$ cat src/rtl/uart_rx_param.sv
// Parameterised UART receiver: 2-flop synchronised RX, mid-bit sampling, LSB-first data, sticky rdy.
// Optional parity stage is compiled in by defining UART_RX_PARITY_EN.
module uart_rx_param #(
  parameter int DATA_BITS  = 8,
  parameter int BAUD_DIV   = 2604,
  parameter bit PARITY_ODD = 1'b0
) (
  input  logic                 clk,
  input  logic                 rst_n,
  input  logic                 RX,
  input  logic                 clr_rdy,
  output logic [DATA_BITS-1:0] rx_data,
  output logic                 rdy,
  output logic                 frm_err,
  output logic                 par_err,
  output logic                 receiving
);

  localparam int CW = $clog2(BAUD_DIV);
  localparam int BW = $clog2(DATA_BITS + 1);
  localparam logic [CW-1:0] HALF_LOAD = CW'(BAUD_DIV / 2 - 1);
  localparam logic [CW-1:0] FULL_LOAD = CW'(BAUD_DIV - 1);
  localparam logic [BW-1:0] LAST_BIT  = BW'(DATA_BITS - 1);

  typedef enum logic [2:0] {
    IDLE    = 3'd0,
    START   = 3'd1,
    DATA    = 3'd2,
`ifdef UART_RX_PARITY_EN
    PARITY  = 3'd3,
`endif
    STOP    = 3'd4,
    WAIT_HI = 3'd5
  } state_t;

  // Parity error: combined XOR of data and parity bit must equal the configured sense.
  function automatic logic calc_par_err(input logic [DATA_BITS-1:0] data, input logic par_bit);
    return ((^data) ^ par_bit) != PARITY_ODD;
  endfunction

  state_t                 state_r, state_nxt_s;
  logic                   sync1_r, rx_sync_r;
  logic [CW-1:0]          cnt_r, load_val_s;
  logic [BW-1:0]          bit_cnt_r;
  logic [DATA_BITS-1:0]   shift_r, rx_data_r;
  logic                   rdy_r, frm_err_r, par_err_r, receiving_r;
  logic                   expire_s, load_s, bit_clr_s, shift_en_s, done_s, start_det_s;
`ifdef UART_RX_PARITY_EN
  logic                   par_bit_r, par_en_s;
`endif

  assign expire_s  = (cnt_r == {CW{1'b0}});
  assign rx_data   = rx_data_r;
  assign rdy       = rdy_r;
  assign frm_err   = frm_err_r;
  assign par_err   = par_err_r;
  assign receiving = receiving_r;

  // Two-flop synchroniser; flops preset to the idle-high line level.
  always_ff @(posedge clk or negedge rst_n) begin
    if (!rst_n) begin
      sync1_r   <= 1'b1;
      rx_sync_r <= 1'b1;
    end else begin
      sync1_r   <= RX;
      rx_sync_r <= sync1_r;
    end
  end

  // FSM state register.
  always_ff @(posedge clk or negedge rst_n) begin
    if (!rst_n) state_r <= IDLE;
    else        state_r <= state_nxt_s;
  end

  // Next-state and datapath strobes.
  always_comb begin
    state_nxt_s = state_r;
    load_s      = 1'b0;
    load_val_s  = FULL_LOAD;
    bit_clr_s   = 1'b0;
    shift_en_s  = 1'b0;
    done_s      = 1'b0;
    start_det_s = 1'b0;
`ifdef UART_RX_PARITY_EN
    par_en_s    = 1'b0;
`endif
    case (state_r)
      IDLE: begin
        if (!rx_sync_r) begin
          state_nxt_s = START;
          load_s      = 1'b1;
          load_val_s  = HALF_LOAD;
          bit_clr_s   = 1'b1;
          start_det_s = 1'b1;
        end else begin
          state_nxt_s = IDLE;
        end
      end
      START: begin
        if (expire_s) begin
          if (rx_sync_r) begin
            state_nxt_s = IDLE;
          end else begin
            state_nxt_s = DATA;
            load_s      = 1'b1;
          end
        end else begin
          state_nxt_s = START;
        end
      end
      DATA: begin
        if (expire_s) begin
          shift_en_s = 1'b1;
          load_s     = 1'b1;
          if (bit_cnt_r == LAST_BIT) begin
`ifdef UART_RX_PARITY_EN
            state_nxt_s = PARITY;
`else
            state_nxt_s = STOP;
`endif
          end else begin
            state_nxt_s = DATA;
          end
        end else begin
          state_nxt_s = DATA;
        end
      end
`ifdef UART_RX_PARITY_EN
      PARITY: begin
        if (expire_s) begin
          par_en_s    = 1'b1;
          load_s      = 1'b1;
          state_nxt_s = STOP;
        end else begin
          state_nxt_s = PARITY;
        end
      end
`endif
      STOP: begin
        if (expire_s) begin
          done_s = 1'b1;
          if (rx_sync_r) state_nxt_s = IDLE;
          else           state_nxt_s = WAIT_HI;
        end else begin
          state_nxt_s = STOP;
        end
      end
      WAIT_HI: begin
        if (rx_sync_r) state_nxt_s = IDLE;
        else           state_nxt_s = WAIT_HI;
      end
      default: state_nxt_s = IDLE;
    endcase
  end

  // Baud counter, bit counter and shift register.
  always_ff @(posedge clk or negedge rst_n) begin
    if (!rst_n) begin
      cnt_r     <= {CW{1'b0}};
      bit_cnt_r <= {BW{1'b0}};
      shift_r   <= {DATA_BITS{1'b0}};
    end else begin
      if (load_s) cnt_r <= load_val_s;
      else        cnt_r <= cnt_r - CW'(1);
      if (bit_clr_s)       bit_cnt_r <= {BW{1'b0}};
      else if (shift_en_s) bit_cnt_r <= bit_cnt_r + BW'(1);
      else                 bit_cnt_r <= bit_cnt_r;
      if (shift_en_s) shift_r <= {rx_sync_r, shift_r[DATA_BITS-1:1]};
      else            shift_r <= shift_r;
    end
  end

`ifdef UART_RX_PARITY_EN
  // Captured parity bit of the current frame.
  always_ff @(posedge clk or negedge rst_n) begin
    if (!rst_n)        par_bit_r <= 1'b0;
    else if (par_en_s) par_bit_r <= rx_sync_r;
    else               par_bit_r <= par_bit_r;
  end
`endif

  // Frame results and handshake; a completion outranks a same-cycle clear of rdy.
  always_ff @(posedge clk or negedge rst_n) begin
    if (!rst_n) begin
      rx_data_r   <= {DATA_BITS{1'b0}};
      rdy_r       <= 1'b0;
      frm_err_r   <= 1'b0;
      par_err_r   <= 1'b0;
      receiving_r <= 1'b0;
    end else begin
      if (done_s) begin
        rx_data_r <= shift_r;
        frm_err_r <= ~rx_sync_r;
`ifdef UART_RX_PARITY_EN
        par_err_r <= calc_par_err(shift_r, par_bit_r);
`else
        par_err_r <= 1'b0;
`endif
      end else begin
        rx_data_r <= rx_data_r;
        frm_err_r <= frm_err_r;
        par_err_r <= par_err_r;
      end
      if (done_s)                      rdy_r <= 1'b1;
      else if (clr_rdy || start_det_s) rdy_r <= 1'b0;
      else                             rdy_r <= rdy_r;
      receiving_r <= (state_nxt_s != IDLE) && (state_nxt_s != WAIT_HI);
    end
  end

endmodule

$ cat config.mk
export PLATFORM = sky130hd
export DESIGN_NAME = uart_rx_param
export DESIGN_NICKNAME = d
export VERILOG_FILES = /design/src/rtl/uart_rx_param.sv
export SDC_FILE = /design/constraint.sdc
export NUM_CORES = 1
export LEC_CHECK = 0
export ABC_CLOCK_PERIOD_IN_PS = 3100
export BUFFER_PORTS_ARGS = -buffer_cell sky130_fd_sc_hd__clkbuf_2
export CORE_AREA = 4 4 63 65
export CTS_CLUSTER_DIAMETER = 200
export DETAILED_ROUTE_END_ITERATION = 10
export DIE_AREA = 0 0 67 69
export GPL_ROUTABILITY_DRIVEN = 0
export GPL_TIMING_DRIVEN = 0
export PLACE_DENSITY = 0.74
export SLEW_MARGIN = 20
export SYNTH_ARGS = -nofsm -noshare
export SYNTH_HDL_FRONTEND = slang
export SYNTH_SLANG_ARGS = --single-unit
export TNS_END_PERCENT = 10
$ cat constraint.sdc
create_clock -name clk -period 3.1 [get_ports clk]
set_input_delay 0.465 -clock clk [delete_from_list [all_inputs] [get_ports clk]]
set_output_delay 0.465 -clock clk [all_outputs]
set_load 0.01 [all_outputs]
==> impl_metrics.tcl <==
set metrics [dict create \
    vias 1234 \
    rrSetupSlack_ns 0.35 \
    cpPeakStageDelay_ns 0.59 \
    clockRootBuffer "clkbuf_4" \
    hold_class "input port to register" \
    fmaxAchievable_mhz 364 \
    start_kind "register" \
    cts_resized 0 \
    worst_pin_slew_ns 0.960 \
    path_class "register to register" \
    grt_setup_unrepaired "false" \
    synth_cell_types 38 \
    drtIter0Drc 58 \
    drive_gt1_share_pct 27.9 \
    synthCells 157 \
    drv_cap 0 \
    crit_path_cell_trace "inv_1 > ha_1 > or4b_1 > clkbuf_1 > nor4_1 > nand2_2 > mux2_2" \
    max-slew-margin-rel_pct 36.0 \
    hold_buffers 0 \
    worstSetupEndpointType "register" \
    path_buf_inv 2 \
    worstPathArrival_ns 2.98 \
    hold_depth 1 \
    drt-pass1-iter-count 4 \
    detail-route-antenna-nets 0 \
    die_w_um 67 \
    wl_per_cell_um 14.4 \
    layout_commonest_cell "dfrtp_1" \
    rows 21 \
    ios 16 \
    path_clk_slew_ns 0.11 \
    track_usage_pct 16.4 \
    htreeDepth 2 \
    grt_pass1_vias 1287 \
    post-cts-setup-buffer-count 0 \
    area_growth_pct 10.8 \
    io_buffers 14 \
    ys_warn_count 0 \
    hold_viol_final 0 \
    fin_setup_tns_ns 0 \
    worst_path_max_delay_cell "nor4_1" \
    antenna_found_initial 0 \
    setup_ws_ns 0.351 \
    dieHeight_um 69 \
    leakagePower_nw 0.918 \
    period_share_pct 88.7 \
    min_period_ns 2.75 \
    grt_pass1_wl_um 5830 \
    viasPerCell 5.48 \
    grt_overflow 0 \
    fillers 298 \
    cts_tree "built" \
    reg2reg_from "cnt_r[0]" \
    post-place-ws_ns 0.385 \
    drc_errors 0 \
    power_density_nw_per_um2 405 \
    setup_viol 0 \
    synthFlopType "dfrtp_1" \
    register_area_um2 1000 \
    ys_seq_area_share_pct 55.5 \
    multi_input_comb_area_um2 753 \
    syn_area_per_cell_um2 11.5 \
    antennaDiodeCount 0 \
    dp.cells 217 \
    final_cell_mix "dfrtp_1, mux2_2, clkbuf_2" \
    grt_max_degree 41 \
    syn_nets 163 \
    synthArstFlopShare_pct 100 \
    nets 184 \
    outcome "completed" \
    min_from "RX" \
    clk_latency_ns 0.34 \
    skew_ns 0.00763 \
    maxSlewViolCount 0 \
    cp_max_fo 10 \
    p_total_mw 0.810 \
    path_delay_family "simple AND/OR/NAND/NOR gates" \
    synth_seq_cells 40 \
    timing.rr.end "rx_data[1]" \
    cts_max_path_buffers 2 \
    cts.sinks 40 \
    core_um2 3340 \
    rr_worst_depth 7 \
    die_area_um2 4620 \
    hpwl_um 2320 \
    floorplan.initialDensity_pct 54.1 \
    final_cells 225 \
    min_to "sync1_r" \
    required_ns 3.33 \
    cts_buffers 5 \
    irDropWorstVdd_mv 0.298 \
    syn-cell-area_um2 1810 \
    drt_wl_total_um 3250 \
    synth-edff-count 0 \
]
==> worst max-delay path by stage <==
stage	start	endpoint	slack, ns	cells after the start
final	cnt_r[0]	rx_data[1]	0.35	7
after detailed placement	cnt_r[0]	rx_data[1]	0.38	7
after global placement	cnt_r[0]	rx_data[3]	0.46	7
after floorplan	cnt_r[0]	bit_cnt_r[3]	0.71	8
after global routing	cnt_r[0]	rx_data[1]	0.11	7
after CTS	cnt_r[0]	rx_data[1]	0.36	7
==> layout make-up <==
cell class              count  share of cell area, %
plain buffers               9                   2.06
clock buffers               6                   2.56
clock inverters             2                  0.500
inverters                   4                  0.750
multi-input cells         104                   37.6
flip-flops and latches     40                   50.1
well taps                  46                   2.88
repair buffers             14                   3.50
==> through the flow <==
step / util [%] / hold WS (ns) / instance area [um2]
3_5_place_dp: 58.2 / 0.349 / 1940
5_1_grt: 60.0 / 0.166 / 2000
3_3_place_gp: 58.0 / 0.347 / 1930
6_report: 60.0 / 0.191 / 2000
4_1_cts: 60.0 / 0.179 / 2000
2_1_floorplan: - / 0.169 / 1810
==> cells in the mapped netlist, drive strengths merged (2+ instances only) <==
cell type / number / share of area (%)
xnor2: 5 / 2.4
o211ai: 2 / 0.83
o31ai: 2 / 0.83
nor3: 7 / 1.9
dfrtp: 38 / 53
buf: 4 / 1.2
mux2: 17 / 11
a21oi: 5 / 1.4
or3: 2 / 0.69
nor4: 5 / 1.7
nand3: 2 / 0.55
and2: 2 / 0.69
dfstp: 2 / 2.9
nand2b: 3 / 1.0
nand2: 9 / 2.0
inv: 4 / 0.83
ha: 2 / 1.4
o21ai: 8 / 2.2
or4: 6 / 2.5
mux2i: 2 / 1.1
nor2: 8 / 1.7
clkbuf: 5 / 1.0
or4b: 2 / 1.1
xor2: 4 / 1.9
==> where the power goes <==
part	internal (mW)	switching [mW]
clock network	0.108	0.160
logic	0.00384	0.0141
registers	0.524	0.000290
==> sequential cells by signal, indices dropped and copies added (netlist names), 3 cells and up <==
name,count
state_r,3
shift_r,8
bit_cnt_r,4
rx_data,8
cnt_r,12
==> kinds of logic after synthesis <==
group	count (synthesis)	share of synthesized area (%)
simple gates	50	15.6
fa+ha+maj	2	1.38
mux	19	11.7
buf+inv	13	3.12
compound gates	23	8.10
other cells	1	0.208
flops	40	55.5
xor+xnor	9	4.36
==> per-layer routing <==
metal / share of wire [%] / vias up / global-route usage, %
li1: - / 601 / -
met1: 43 / 614 / 19.7
met2: 52 / 14 / 26.9
met3: 3.5 / 5 / 5.36
met4: 1.5 / 0 / 6.08
met5: 0 / - / 0
==> worst reg2reg max path, cell delays in order, from the launching register on <==
cell and delay (ns):
dfrtp_1 0.43, inv_1 0.07, ha_1 0.20, or4b_1 0.45, clkbuf_1 0.20, nor4_1 0.59
nand2_2 0.34, mux2_2 0.37
Power figures use the tool's default switching activity.
